**config.mk**
```make
export PLATFORM = sky130hd
export DESIGN_NAME = game_ctrl_flat
export DESIGN_NICKNAME = d
export VERILOG_FILES = /design/src/rtl/trex_pkg.sv /design/src/rtl/game_ctrl_if.sv /design/src/rtl/bcd_counter4.sv /design/src/rtl/game_ctrl.sv /design/src/flat_wrapper.sv
export SDC_FILE = /design/constraint.sdc
export NUM_CORES = 1
export LEC_CHECK = 0
export CORE_UTILIZATION = 47
export CTS_BUF_LIST = sky130_fd_sc_hd__clkbuf_8
export DETAILED_ROUTE_END_ITERATION = 12
export PLACE_DENSITY = 0.8
export SLEW_MARGIN = 30
export SYNTH_ARGS = -nofsm -noshare
export SYNTH_HDL_FRONTEND = slang
export SYNTH_SLANG_ARGS = --single-unit
```
**constraint.sdc**
```tcl
create_clock -name FrameClk -period 2.3 [get_ports FrameClk]
set_clock_uncertainty 0.1 [all_clocks]
set_input_delay 0.46 -clock FrameClk [delete_from_list [all_inputs] [get_ports FrameClk]]
set_output_delay 0.46 -clock FrameClk [all_outputs]
set_load 0.03 [all_outputs]
```
**src/rtl/trex_pkg.sv**
```systemverilog
// Shared constants, state encodings and BCD helper for the T-Rex game slice.
package trex_pkg;

    localparam int POS_W = 11;
    localparam int SIZE_W = 10;
    localparam int BCD_W = 16;

    localparam int SCORE_DIV = 6;
    localparam logic [3:0] SPEED_INIT = 4'd3;
    localparam logic [3:0] SPEED_MAX = 4'd12;
    localparam int DEAD_HOLD = 30;

    typedef enum logic [1:0] {
        ST_IDLE = 2'd0,
        ST_RUN  = 2'd1,
        ST_DEAD = 2'd2
    } state_t;

    // Ripple a +1 through four BCD digits; 9999 wraps here, callers saturate.
    function automatic logic [BCD_W-1:0] bcd_inc(input logic [BCD_W-1:0] v);
        logic [BCD_W-1:0] r;
        logic carry;
        r = v;
        carry = 1'b1;
        for (int i = 0; i < 4; i++) begin
            if (carry) begin
                if (r[4*i +: 4] == 4'd9) begin
                    r[4*i +: 4] = 4'd0;
                end else begin
                    r[4*i +: 4] = r[4*i +: 4] + 4'd1;
                    carry = 1'b0;
                end
            end
        end
        return r;
    endfunction

endpackage

```
**src/rtl/game_ctrl_if.sv**
```systemverilog
// Frame-level bus between the sprite/physics stage and game_ctrl.
// hiscore_bcd exists only when GAME_CTRL_HISCORE_EN is defined.
interface game_ctrl_if;
    import trex_pkg::*;

    logic              start;
    logic [POS_W-1:0]  Dino_X;
    logic [POS_W-1:0]  Dino_Y;
    logic [SIZE_W-1:0] DinoWidth;
    logic [SIZE_W-1:0] DinoHeight;
    logic [POS_W-1:0]  ObsX;
    logic [POS_W-1:0]  ObsY;
    logic [SIZE_W-1:0] ObsW;
    logic [SIZE_W-1:0] ObsH;
    logic              ObsValid;
    state_t            state;
    logic              running;
    logic              isDead;
    logic [BCD_W-1:0]  score_bcd;
    logic [3:0]        speed;
`ifdef GAME_CTRL_HISCORE_EN
    logic [BCD_W-1:0]  hiscore_bcd;
`endif

`ifdef GAME_CTRL_HISCORE_EN
    modport master (
        output start, Dino_X, Dino_Y, DinoWidth, DinoHeight,
               ObsX, ObsY, ObsW, ObsH, ObsValid,
        input  state, running, isDead, score_bcd, speed, hiscore_bcd
    );
    modport slave (
        input  start, Dino_X, Dino_Y, DinoWidth, DinoHeight,
               ObsX, ObsY, ObsW, ObsH, ObsValid,
        output state, running, isDead, score_bcd, speed, hiscore_bcd
    );
`else
    modport master (
        output start, Dino_X, Dino_Y, DinoWidth, DinoHeight,
               ObsX, ObsY, ObsW, ObsH, ObsValid,
        input  state, running, isDead, score_bcd, speed
    );
    modport slave (
        input  start, Dino_X, Dino_Y, DinoWidth, DinoHeight,
               ObsX, ObsY, ObsW, ObsH, ObsValid,
        output state, running, isDead, score_bcd, speed
    );
`endif

endinterface

```
**src/rtl/bcd_counter4.sv**
```systemverilog
// Four-digit BCD score counter that saturates at 9999.
module bcd_counter4
    import trex_pkg::*;
(
    input  logic             clk,
    input  logic             rst,
    input  logic             clr,
    input  logic             inc,
    output logic [BCD_W-1:0] value,
    output logic             hund_roll
);

    logic [BCD_W-1:0] value_q;
    logic             step;

    assign step      = inc & (value_q != 16'h9999);
    assign hund_roll = step & (value_q[7:0] == 8'h99);
    assign value     = value_q;

    always_ff @(posedge clk or posedge rst) begin
        if (rst) begin
            value_q <= '0;
        end else if (clr) begin
            value_q <= '0;
        end else if (step) begin
            value_q <= bcd_inc(value_q);
        end
    end

endmodule

```
**src/rtl/game_ctrl.sv**
```systemverilog
// Frame-rate game supervisor: collision detect, IDLE/RUN/DEAD FSM, score and speed.
// Define GAME_CTRL_HISCORE_EN to add the hiscore_bcd register and port.
module game_ctrl
    import trex_pkg::*;
#(
    parameter int ScoreDiv = SCORE_DIV
) (
    input  logic       FrameClk,
    input  logic       rst,
    game_ctrl_if.slave io
);

    localparam int FW = $clog2(ScoreDiv + 1);
    localparam int HW = $clog2(DEAD_HOLD);

    state_t           state_q;
    logic             running_q;
    logic             isDead_q;
    logic             start_q;
    logic [FW-1:0]    frame_q;
    logic [HW-1:0]    hold_q;
    logic [3:0]       speed_q;
    logic [BCD_W-1:0] score;
    logic             hundRoll;
    logic             rise;
    logic             hit;
    logic             tick;
    logic             holdDone;
    logic             restart;
    logic             scoreInc;
    logic [11:0]      obsRight, obsBottom, dinoRight, dinoBottom;
`ifdef GAME_CTRL_HISCORE_EN
    logic [BCD_W-1:0] hiscore_q;
`endif

    // Strict inequalities so boxes sharing only an edge do not collide.
    assign obsRight   = 12'(io.ObsX) + 12'(io.ObsW);
    assign obsBottom  = 12'(io.ObsY) + 12'(io.ObsH);
    assign dinoRight  = 12'(io.Dino_X) + 12'(io.DinoWidth);
    assign dinoBottom = 12'(io.Dino_Y) + 12'(io.DinoHeight);
    assign hit = io.ObsValid
               & (12'(io.Dino_X) < obsRight)  & (12'(io.ObsX) < dinoRight)
               & (12'(io.Dino_Y) < obsBottom) & (12'(io.ObsY) < dinoBottom);

    assign rise     = io.start & ~start_q;
    assign tick     = (frame_q == FW'(ScoreDiv - 1));
    assign holdDone = (hold_q == HW'(DEAD_HOLD - 1));
    assign restart  = rise & ((state_q == ST_IDLE) | ((state_q == ST_DEAD) & holdDone));
    assign scoreInc = (state_q == ST_RUN) & ~hit & tick;

    bcd_counter4 u_score (
        .clk       (FrameClk),
        .rst       (rst),
        .clr       (restart),
        .inc       (scoreInc),
        .value     (score),
        .hund_roll (hundRoll)
    );

    always_ff @(posedge FrameClk or posedge rst) begin
        if (rst) begin
            state_q   <= ST_IDLE;
            running_q <= 1'b0;
            isDead_q  <= 1'b0;
            start_q   <= 1'b0;
            frame_q   <= '0;
            hold_q    <= '0;
            speed_q   <= SPEED_INIT;
`ifdef GAME_CTRL_HISCORE_EN
            hiscore_q <= '0;
`endif
        end else begin
            start_q <= io.start;
            case (state_q)
                ST_IDLE, ST_DEAD: begin
                    if (restart) begin
                        state_q   <= ST_RUN;
                        running_q <= 1'b1;
                        isDead_q  <= 1'b0;
                        frame_q   <= '0;
                        speed_q   <= SPEED_INIT;
                    end else if ((state_q == ST_DEAD) && !holdDone) begin
                        hold_q <= hold_q + 1'b1;
                    end
                end
                ST_RUN: begin
                    if (hit) begin
                        state_q   <= ST_DEAD;
                        running_q <= 1'b0;
                        isDead_q  <= 1'b1;
                        hold_q    <= '0;
`ifdef GAME_CTRL_HISCORE_EN
                        if (score > hiscore_q) begin
                            hiscore_q <= score;
                        end
`endif
                    end else begin
                        frame_q <= tick ? '0 : frame_q + 1'b1;
                        if (hundRoll && (speed_q < SPEED_MAX)) begin
                            speed_q <= speed_q + 4'd1;
                        end
                    end
                end
                default: begin
                    state_q   <= ST_IDLE;
                    running_q <= 1'b0;
                    isDead_q  <= 1'b0;
                end
            endcase
        end
    end

    assign io.state     = state_q;
    assign io.running   = running_q;
    assign io.isDead    = isDead_q;
    assign io.score_bcd = score;
    assign io.speed     = speed_q;
`ifdef GAME_CTRL_HISCORE_EN
    assign io.hiscore_bcd = hiscore_q;
`endif

endmodule

```
**src/flat_wrapper.sv**
```systemverilog
// flat-port wrapper written by rule: the top's interface ports become plain ports
module game_ctrl_flat import trex_pkg::*;
#(
    parameter int ScoreDiv = SCORE_DIV
)
  (FrameClk, rst, io_start, io_Dino_X, io_Dino_Y, io_DinoWidth, io_DinoHeight, io_ObsX, io_ObsY, io_ObsW, io_ObsH, io_ObsValid, io_state, io_running, io_isDead, io_score_bcd, io_speed);
  game_ctrl_if io_i ();
  input  logic FrameClk;
  input  logic rst;
  input wire logic [$bits(io_i.start)-1:0] io_start;
  input wire logic [$bits(io_i.Dino_X)-1:0] io_Dino_X;
  input wire logic [$bits(io_i.Dino_Y)-1:0] io_Dino_Y;
  input wire logic [$bits(io_i.DinoWidth)-1:0] io_DinoWidth;
  input wire logic [$bits(io_i.DinoHeight)-1:0] io_DinoHeight;
  input wire logic [$bits(io_i.ObsX)-1:0] io_ObsX;
  input wire logic [$bits(io_i.ObsY)-1:0] io_ObsY;
  input wire logic [$bits(io_i.ObsW)-1:0] io_ObsW;
  input wire logic [$bits(io_i.ObsH)-1:0] io_ObsH;
  input wire logic [$bits(io_i.ObsValid)-1:0] io_ObsValid;
  output wire logic [$bits(io_i.state)-1:0] io_state;
  output wire logic [$bits(io_i.running)-1:0] io_running;
  output wire logic [$bits(io_i.isDead)-1:0] io_isDead;
  output wire logic [$bits(io_i.score_bcd)-1:0] io_score_bcd;
  output wire logic [$bits(io_i.speed)-1:0] io_speed;
  assign io_i.start = io_start;
  assign io_i.Dino_X = io_Dino_X;
  assign io_i.Dino_Y = io_Dino_Y;
  assign io_i.DinoWidth = io_DinoWidth;
  assign io_i.DinoHeight = io_DinoHeight;
  assign io_i.ObsX = io_ObsX;
  assign io_i.ObsY = io_ObsY;
  assign io_i.ObsW = io_ObsW;
  assign io_i.ObsH = io_ObsH;
  assign io_i.ObsValid = io_ObsValid;
  assign io_state = io_i.state;
  assign io_running = io_i.running;
  assign io_isDead = io_i.isDead;
  assign io_score_bcd = io_i.score_bcd;
  assign io_speed = io_i.speed;
  game_ctrl #(.ScoreDiv(ScoreDiv)) u_core (.FrameClk(FrameClk), .rst(rst), .io(io_i));
endmodule
```
# [Word level (Yosys, flattened, before mapping)]
# Cells that the tools add are included.
[totals] regBits=33 in_bits=88
[op_classes] addsub=11 n_lt_le_gt_ge=5 eq_ne=16 n_mux=41 bitwise=14 n_reduce_logical=17
[op_table] operator="$add A11 B10 Y12" count=4
[op_table] operator="$lt A11 B12 Y1" count=4
[op_table] operator="$mux W4" count=10
[op_table] operator="$mux W16" count=2
[op_table] operator="$add A4 B1 Y4 const B" count=5
[op_table] operator="$eq A4 B4 Y1 const B" count=4
[op_table] operator="$ne A16 B16 Y1 const B" count=1
[op_table] operator="$mux W1" count=15
[op_table] operator="$mux W5" count=3
[op_table] operator="$and A1 B1 Y1" count=11
[op_table] operator="$pmux W5 S2" count=1
[op_table] operator="$reduce_bool A2 Y1" count=5
[op_table] operator="$mux W3" count=3
[op_table] operator="$eq A8 B8 Y1 const B" count=1
[op_table] operator="$pmux W4 S2" count=1
[op_table] operator="$reduce_and A2 Y1" count=4
[op_table] operator="$reduce_and A4 Y1" count=2
[op_table] operator="$ne A2 B1 Y1 const B" count=3
[op_table] operator="$ne A2 B2 Y1 const B" count=3
[op_table] operator="$pmux W3 S2" count=1
[op_table] operator="$add A5 B1 Y5 const B" count=1
[op_table] operator="$eq A5 B5 Y1 const B" count=1
[op_table] operator="$lt A4 B4 Y1 const B" count=1
[op_table] operator="$mux W2" count=2
[op_table] operator="other kinds (13)" count=16

# [Longest topological paths before layout]
# Gate-level depths: netlist of the first run.
[depth] depth_word=21 ltp_mapped=20 ltp_nobuf=18

# [By module]
# Synthesis of the first run repeated with hierarchy kept, for this count alone.
[hier_totals] hier_cells=542 hier_area_um2=4598.2
[by_module_without_submodules] mod="game_ctrl" n_inst=1 cells_per_inst=440 area_each_um2=3570.9 seq_area_each_um2=402.9
[by_module_without_submodules] mod="bcd_counter4" n_inst=1 cells_per_inst=102 area_each_um2=1027.2 seq_area_each_um2=400.4

# [Least setup slack after synthesis of the first run]
# Ideal clock, no wire load.
[synth_path] path_type="input port to flip-flop" from="in io_DinoHeight[0]" to="reg u_core.u_score.value_q[13], in the netlist u_core.u_score.value[13]" setup_ps=132 arrival_time_ps=4134 setup_slack_ps=-2065 stages=19 path_buffers=1 path_cell_list="ha_1 -> inv_1 -> fa_1 -> nor2b_1 -> o21ai_0 -> a21oi_1 -> o21ai_0 -> a21o_1 -> a2111oi_0 -> a311oi_1 -> ha_1 -> or4b_2 -> a21oi_1 -> o211ai_1 -> o211ai_1 -> o2111a_1 -> buf_4 -> nor4_1 -> or3b_1"
[synth_via] elab_chain_len=9
[synth_rtl] item="from (decl)" line="flat_wrapper.sv:14" rtl="input wire logic [$bits(io_i.DinoHeight)-1:0] io_DinoHeight;"
[synth_rtl] item="$add A11 B10 Y12" line="game_ctrl.sv:40" rtl="assign dinoBottom = 12'(io.Dino_Y) + 12'(io.DinoHeight);"
[synth_rtl] item="$lt A11 B12 Y1" line="game_ctrl.sv:43" rtl="& (12'(io.Dino_Y) < obsBottom) & (12'(io.ObsY) < dinoBottom);"
[synth_rtl] item="$and A1 B1 Y1" line="game_ctrl.sv:43"
[synth_rtl] item="$not A1 Y1" line="game_ctrl.sv:49" rtl="assign scoreInc = (state_q == ST_RUN) & ~hit & tick;"
[synth_rtl] item="$and A1 B1 Y1 (2 in series)" line="game_ctrl.sv:49"
[synth_rtl] item="$and A1 B1 Y1" line="bcd_counter4.sv:16" rtl="assign step = inc & (value_q != 16'h9999);"
[synth_rtl] item="$reduce_bool A2 Y1 (no source line)"
[synth_rtl] item="$reduce_and A2 Y1 (no source line)"
[synth_rtl] item="to (signal assigned)" line="bcd_counter4.sv:26" rtl="value_q <= bcd_inc(value_q);"
[synth_rtl] item="to (decl)" line="bcd_counter4.sv:13" rtl="logic [BCD_W-1:0] value_q;"
# Every way passes these cells.
# A chain may end at the register's enable or synchronous reset.

# [Final worst setup path of the first run]
[layout_path] from="in io_DinoHeight[0]" to="reg u_core.speed_q[0], in the netlist u_core.io.speed[0]"
[layout_via] elab_chain_len=11
[layout_rtl] item="$add A11 B10 Y12 (*)" line="game_ctrl.sv:40"
[layout_rtl] item="$lt A11 B12 Y1 (*)" line="game_ctrl.sv:43"
[layout_rtl] item="$and A1 B1 Y1 (*)" line="game_ctrl.sv:43"
[layout_rtl] item="$not A1 Y1" line="game_ctrl.sv:49"
[layout_rtl] item="$and A1 B1 Y1 (2 in series)" line="game_ctrl.sv:49"
[layout_rtl] item="$and A1 B1 Y1" line="bcd_counter4.sv:16"
[layout_rtl] item="$and A1 B1 Y1" line="bcd_counter4.sv:17" rtl="assign hund_roll = step & (value_q[7:0] == 8'h99);"
[layout_rtl] item="$logic_and A1 B1 Y1" line="game_ctrl.sv:99" rtl="if (hundRoll && (speed_q < SPEED_MAX)) begin"
[layout_rtl] item="$ne A2 B2 Y1 (no source line)"
[layout_rtl] item="$reduce_and A4 Y1 (no source line) (*)"
[layout_rtl] item="to (signal assigned)" line="game_ctrl.sv:100" rtl="speed_q <= speed_q + 4'd1;"
[layout_rtl] item="to (decl)" line="game_ctrl.sv:22" rtl="logic [3:0] speed_q;"
# Mark *: on every way between the ends. The rest lies on a longest branch, timed or not.

==> summary.txt, run 1 <==
Status: finished with violations
Failing checks: setup timing
Die Area: 9790 um^2
Chip Width: 99.0 um
WP data arrival: 4.26 ns
Number of CTS-inserted buffers: 5
Synth Flop Type: dfrtp_1
Detailed-route DRC error count: 0
Sequential Power Share: 0.197
Placed Cells: 897
Startpoint type of the worst setup path: input pin
Synth area leaders: ha_1 24%, dfrtp_1 16%, a21oi_1 4.9%, o21ai_0 4.3%, inv_1 3.9%
Clock sinks: 31
Initial Utilization: 0.483
Crit-path slowest cell: or4b_4
Grt met2 use: 0.605
Initial antenna violation count: 0
DR vias/cell: 6.03
Via count: 5617
Sw Ratio: 0.437
Seq cells post-synth: 31
Post-route setup TNS: -51.55 ns
Worst Setup End Kind: flop
Post-Synthesis Cells: 541
PortBufs: 111
GR peak layer: met2
Crit-path cells: buf_8 -> ha_4 -> inv_2 -> fa_2 -> nor2b_4 -> o21ai_4 -> a21oi_2 -> o21ai_2 -> a21o_1 -> a2111oi_4 -> a311oi_2 -> ha_2 -> or4b_4 -> a21oi_2 -> o211ai_1 -> o211ai_1 -> buf_4 -> o2111ai_2 -> buf_6 -> nand4_1 -> mux2i_1
Vias in the first global route: 5692
Hold WC Path Type: flop to flop
Register area share after synthesis: 0.176
Hold Path Depth: 1
Post-Syn Area per Cell: 8.17 um^2
Clk slew on worst S/H paths: 0.07 ns
Worst-Margin Slew: 0.478 ns
Core area: 9150 um^2
Met3 Track Usage GR: 0.0461
Synth area leader: ha_1
Synth Cell Area: 4420 um^2
Final core utilization: 0.824
WL final: 16900 um
Clock root buffer: clkbuf_8
Cell variety after synth: 62
Proportion of netlist area held by the largest area contributor: 0.235
RSZ-0062 raised after global routing: true
EDFF count, synth: 0
Syn Nets: 716
Reg2Reg Depth: 7
Clock Latency Late Sink: 0.28 ns
Post-Layout Inst Area: 7540 um^2
Worst flop-to-flop path startpoint: u_core.u_score.value[6]
Static Leak: 3.43 nW
Most frequent cells in the layout: 162 x buf_4, 81 x clkdlybuf4s50_1, 69 x ha_1
Routed length per instance: 18.1 um
Logic pwr share: 0.695
Reg2reg end: u_core.u_score.value[13]
Share of cells above drive strength 1: 0.341
Post-place instance area: 6740 um^2
FMAX: 239 MHz
Placer Congestion: 0.866
ANT cells: 0
H-tree Lvls: 2
Final #Nets: 995
CP required: 2.37 ns
TritonCTS clock tree: yes
Slew Limit Headroom: 0.673
Pre-antenna DRT Iters: 7
Worst Hold End: u_core.hold_q[0]
Area growth, synth to finish: 70.6%
Reg2Reg Setup Slack: -0.30 ns
Setup CP Type: input pin to flop
Dpl hpwl: 11300 um
Most common cell after layout, fill and taps aside: buf_4
Largest net degree at the start of global routing: 32
Iteration-0 DRC Markers: 315
Total power: 3.74 mW
CTS Hold Buffers Added: 0
I/O pins: 112
Post-layout min period: 4.19 ns
Critical path peak fanout: 6
Max IR drop VDD: 352 uV
Final clock period utilization by the worst path: 1.82
Clk pwr share: 0.107
Max Slew Vio Count: 0
Post-route ant nets: 0
First-pass GRT wire length: 25600 um
Die Height: 99.0 um
GRT Total Usage: 0.319
Final Hold Vio Count: 0
Internal cell power: 2.11 mW
Max-cap violations: 0
Overflow after GRT: 0
Final setup fails: 30
Pwr/cell area: 496 nW/um^2
Row Count: 35
Ys async rst share: 1.00
Syn. warnings: 0
Net Switching: 1.64 mW
Worst Hold Launch: u_core.hold_q[0]
Critical Path Max Stage Delay: 0.51 ns
Min setup slack post-route: -1.89 ns
Clock buffer depth: 2
Layout Cells excl Fill: 932
Met1 Use GR: 0.364
==> routing by layer <==
| metal | vias to the layer above | share of wire | wire length (um) |
|---|---|---|---|
| met3 | 67 | 0.055 | 923 |
| met1 | 2697 | 0.39 | 6550 |
| li1 | 2605 | - | - |
| met2 | 248 | 0.52 | 8690 |
| met5 | - | 0 | 0 |
| met4 | 0 | 0.041 | 694 |
==> worst max-delay path, delay by kind of cell <==
kind            cells  cell delay (ns)
mux                 1             0.32
simple gates        3             0.84
buf+inv             4             0.44
compound gates     10             1.52
fa+ha+maj           3             0.70
==> metrics by stage <==
stage / hold WS, ns / worst slack [ns]
final: 0.450 / -1.89
after global routing: 0.462 / -2.03
after CTS: 0.452 / -1.73
after detailed placement: 0.444 / -2.59
after global placement: 0.420 / -2.38
after floorplan: 0.391 / -1.70
==> worst max path at each step <==
stage | end | start | cells past startpoint | slack [ns]
finish | u_core.io.speed[0] | io_DinoHeight[0] | 21 | -1.89
global route | u_core.io.speed[0] | io_DinoHeight[0] | 21 | -2.03
CTS | u_core.u_score.value[2] | io_Dino_X[0] | 20 | -1.73
detailed placement | u_core.u_score.value[11] | io_ObsX[0] | 20 | -2.59
global placement | u_core.u_score.value[14] | io_DinoHeight[0] | 20 | -2.38
floorplan | u_core.u_score.value[13] | io_DinoHeight[0] | 19 | -1.70
==> flip-flops by register name, summed over array words and instances, names as in the netlist <==
signal,cells
u_core.hold_q,5
u_core.io.isDead,1
u_core.io.speed,4
u_core.frame_q,3
u_core.io.state,1
u_core.start_q,1
u_core.u_score.value,16
==> cell type report <==
| type | instances | area (um^2) |
|---|---|---|
| Tap cell | 111 | 139 |
| Clock buffer | 5 | 68.8 |
| Timing Repair Buffer | 282 | 2420 |
| Fill cell | 519 | 1620 |
| Sequential cell | 31 | 778 |
| Clock inverter | 3 | 11.3 |
| Inverter | 46 | 173 |
| Multi-Input combinational cell | 454 | 3950 |
==> timing repair <==
action,4_1_cts,5_1_grt
setup endpoints to repair,30,30
resized for setup,151,39
gates cloned,1,0
buffers inserted,22,6
pin swaps,80,41
==> cell usage after synthesis, drive strengths merged (10+ instances only) <==
cell type and instances:
xnor2 13, nand2 42, ha 83, nand2b 14, a21o 13, o211ai 10
nor2 25, a21oi 43, inv 46, nand4 11, xor2 16, o21ai 38
dfrtp 29, nand3 22
==> power by group through the flow <==
stage          Sequential (mW)  Clock [mW]  Combinational [mW]
2_1_floorplan            0.780           0                1.13
3_3_place_gp             0.729           0                1.97
3_5_place_dp             0.737           0                2.05
4_1_cts                  0.729       0.401                2.38
5_1_grt                  0.749       0.432                2.79
6_report                 0.738       0.402                2.60
==> cells by family after synthesis <==
kind of cell | after synthesis | synth area share
muxes | 7 | 0.0161
DFF | 31 | 0.176
and+or+nand+nor | 159 | 0.188
buffers and inverters | 56 | 0.0527
adders and majority gates | 87 | 0.253
AOI/OAI and AO/OA | 172 | 0.257
xor gates and xnor gates | 29 | 0.0575
Note: power is estimated with default switching activity, not from simulation.
==> inputs of run 2 (changes only) <==
--- a/config.mk
+++ b/config.mk
@@ -12,4 +12,5 @@
 export SLEW_MARGIN = 30
 export SYNTH_ARGS = -nofsm -noshare
 export SYNTH_HDL_FRONTEND = slang
+export SYNTH_HIERARCHICAL = 1
 export SYNTH_SLANG_ARGS = --single-unit
==> run 2 against run 1 <==
Net effect: the flow still finishes with violations (setup timing); critical endpoint is now u_core/io.speed[3]; clock power up 34%; synthesized area rose by 4.1%; via count is 12% higher; total power is 9.7% higher; critical path type unchanged; largest power group unchanged; sequential power rose by 10%.
==> summary.txt, run 2 <==
Reg2Reg Depth: 11 (+4)
CTS Hold Buffers Added: 0 (unchanged)
Startpoint type of the worst setup path: input pin
Hold WC Path Type: flop to flop
Seq cells post-synth: 32 (+3.2%)
Critical path peak fanout: 3 (-3)
Post-Syn Area per Cell: 8.48 um^2 (+3.9%)
Final core utilization: 0.843 (+0.0192)
Most frequent cells in the layout: 163 x buf_4, 78 x clkdlybuf4s50_1, 67 x ha_1
Most common cell in the netlist: ha_1
Top post-synthesis cells by count: 91 x ha_1, 42 x nor2_1, 39 x a21oi_1, 39 x inv_1, 36 x nand2_1
Number of flip-flops under the largest register name: 16 (unchanged)
Max-cap violations: 0 (unchanged)
Vias in the first global route: 6164 (+8.3%)
Register area share after synthesis: 0.175 (-0.00146)
FMAX: 196 MHz (-18%)
Final Hold Vio Count: 0 (unchanged)
Dpl hpwl: 12300 um (+8.4%)
GR peak layer: met2
Met3 Track Usage GR: 0.0777 (+0.0316)
Most common cell after layout, fill and taps aside: buf_4
Placed Cells: 911 (+1.6%)
Pwr/cell area: 520 nW/um^2 (+4.7%)
Clk slew on worst S/H paths: 0.08 ns (about the same)
Core area: 9370 um^2 (+2.4%)
I/O pins: 112 (unchanged)
Grt met2 use: 0.702 (+0.0972)
Final clock period utilization by the worst path: 2.22 (+0.399)
Via count: 6292 (+12%)
Die Height: 101 um (+2.0%)
Max Slew Vio Count: 0 (unchanged)
Die Area: 10200 um^2 (+4.0%)
Largest net degree at the start of global routing: 17 (-47%)
RSZ-0062 raised after global routing: true
Clock Latency Late Sink: 0.29 ns (about the same)
Post-route ant nets: 0 (unchanged)
Syn. warnings: 6 (+6)
Failing checks: setup timing
Initial antenna violation count: 0 (unchanged)
Reg2reg end: u_core/io.speed[3]
WP data arrival: 5.17 ns (+0.91 ns)
Met1 Use GR: 0.362 (-0.00221)
First-pass GRT wire length: 29500 um (+15%)
Iteration-0 DRC Markers: 666 (+110%)
Clock root buffer: clkbuf_8
Number of CTS-inserted buffers: 5 (unchanged)
Cell variety after synth: 73 (+18%)
Layout Cells excl Fill: 954 (+2.4%)
Pre-antenna DRT Iters: 6 (-1)
Synth area leaders: ha_1 25%, dfrtp_1 16%, a21oi_1 4.2%, xor2_1 3.8%, nor2_1 3.4%
Setup CP Type: input pin to flop
Reg2Reg Setup Slack: -0.36 ns (-0.06 ns)
Post-Synthesis Cells: 542 (+0.18%)
DR vias/cell: 6.60 (+9.4%)
ANT cells: 0 (unchanged)
Slew Limit Headroom: 0.441 (-0.232)
Synth Flop Type: dfrtp_1
Ys async rst share: 1.00 (unchanged)
Hold Path Depth: 2 (+1)
Total power: 4.11 mW (+9.7%)
Routed length per instance: 23.4 um (+30%)
CP required: 2.36 ns (about the same)
Placer Congestion: 0.961 (+11%)
Worst-Margin Slew: 0.817 ns (+0.339 ns)
Worst Setup SP: io_ObsH[6]
PortBufs: 111 (unchanged)
Row Count: 35 (unchanged)
Static Leak: 3.78 nW (+10%)
Detailed-route DRC error count: 0 (unchanged)
TritonCTS clock tree: yes
Worst Setup End Kind: flop
Clock sinks: 32 (+3.2%)
Dpl ws: -3.14 ns (-0.549 ns)
Syn Nets: 725 (+1.3%)
Final #Nets: 1007 (+1.2%)
Min setup slack post-route: -2.81 ns (-0.919 ns)
End of the critical path: u_core/io.speed[3]
Post-layout min period: 5.11 ns (+0.919 ns)
Worst flop-to-flop path startpoint: u_core/io.state[1]
Final setup fails: 31 (+3.3%)
Initial Utilization: 0.491 (+0.00795)
Synth area leader: ha_1
Overflow after GRT: 0 (unchanged)
Proportion of netlist area held by the largest area contributor: 0.248 (+0.0126)
Synth Cell Area: 4600 um^2 (+4.1%)
WL final: 22400 um (+33%)
Chip Width: 101 um (+2.0%)
GRT Total Usage: 0.372 (+0.0524)
Share of cells above drive strength 1: 0.398 (+0.0565)
H-tree Lvls: 2 (unchanged)
Hold_ws: 0.404 ns (-0.0466 ns)
EDFF count, synth: 0 (unchanged)
Area growth, synth to finish: 71.8%
Clock buffer depth: 2 (unchanged)
Status: finished with violations
Max IR drop VDD: 394 uV (+12%)
-- run 2: final cells by class --
class,instances,area (um^2)
clock buffer,5,68.8
clock inverter,3,38.8
fill,471,1470
inverter,39,149
multi-input combinational,464,4280
sequential,32,803
tap,129,161
timing repair buffer,282,2390
-- run 2: per-stage QoR --
stage	cell area (um^2)	TNS, ns
6_report	7900	-71.23
5_1_grt	7900	-78.33
4_1_cts	7600	-56.75
3_5_place_dp	6920	-85.64
3_3_place_gp	6920	-77.83
2_1_floorplan	4680	-56.15
-- run 2: cell families (layout without fill, tap and decap cells) --
kind of cell    Yosys count  count (layout)  synth area share
fa+ha+maj                95              95             0.265
compound gates          156             156             0.232
buf+inv                  46             329            0.0419
xor+xnor                 33              33            0.0629
mux                       6               6            0.0133
simple gates            174             174             0.210
flops                    32              32             0.175
-- run 2: routing by layer --
metal / part of all wire / wire length (um)
met1: 0.33 / 7280
met3: 0.098 / 2180
met2: 0.48 / 10700
met4: 0.10 / 2240
met5: 0 / 0
-- run 2: critical path, stage by stage --
cell and delay, ns:
clkdlybuf4s50_1 0.65, ha_4 0.27, o21ai_1 0.08, nor2_1 0.08, and2_4 0.18, o21ai_2 0.18
nand2b_1 0.13, a21oi_2 0.22, xor2_2 0.11, ha_2 0.19, or4_4 0.53, a21oi_2 0.13
o21ai_2 0.09, a221oi_2 0.30, o2bb2ai_2 0.13, o21bai_4 0.18, nor3b_2 0.07, and4b_2 0.27
o211a_4 0.16, nand2_4 0.09, buf_4 0.12, nor3b_1 0.05, o21a_1 0.13, a311o_1 0.35
-- run 2: worst min-delay path by stage --
stage / startpoint / end
detailed placement: u_core/frame_q[0] / u_core/frame_q[0]
CTS: u_core/frame_q[0] / u_core/frame_q[0]
floorplan: rst / u_core/frame_q[0]
finish: u_core/io.speed[1] / u_core/io.speed[1]
global route: u_core/io.speed[1] / u_core/io.speed[1]
global placement: u_core/frame_q[0] / u_core/frame_q[0]
-- run 2: timing repair --
action | CTS | global route
pin swaps | 83 | 61
hold endpoints to repair | 0 | 0
endpoints found under the setup margin | 31 | 31
buffers inserted | 32 | 9
gates resized for setup | 155 | 66
-- run 2: power by group --
part | switching [mW] | internal (mW)
clock network | 0.221 | 0.317
registers | 0.135 | 0.677
logic | 1.49 | 1.27
==> inputs of run 3 (changes only) <==
--- a/config.mk
+++ b/config.mk
@@ -9,7 +9,7 @@
 export CTS_BUF_LIST = sky130_fd_sc_hd__clkbuf_8
 export DETAILED_ROUTE_END_ITERATION = 12
 export PLACE_DENSITY = 0.8
-export SLEW_MARGIN = 30
+export SLEW_MARGIN = 20
 export SYNTH_ARGS = -nofsm -noshare
 export SYNTH_HDL_FRONTEND = slang
 export SYNTH_HIERARCHICAL = 1
==> results of run 3 <==
Same layout as run 2: the final DEF is identical, and so are final timing and power.
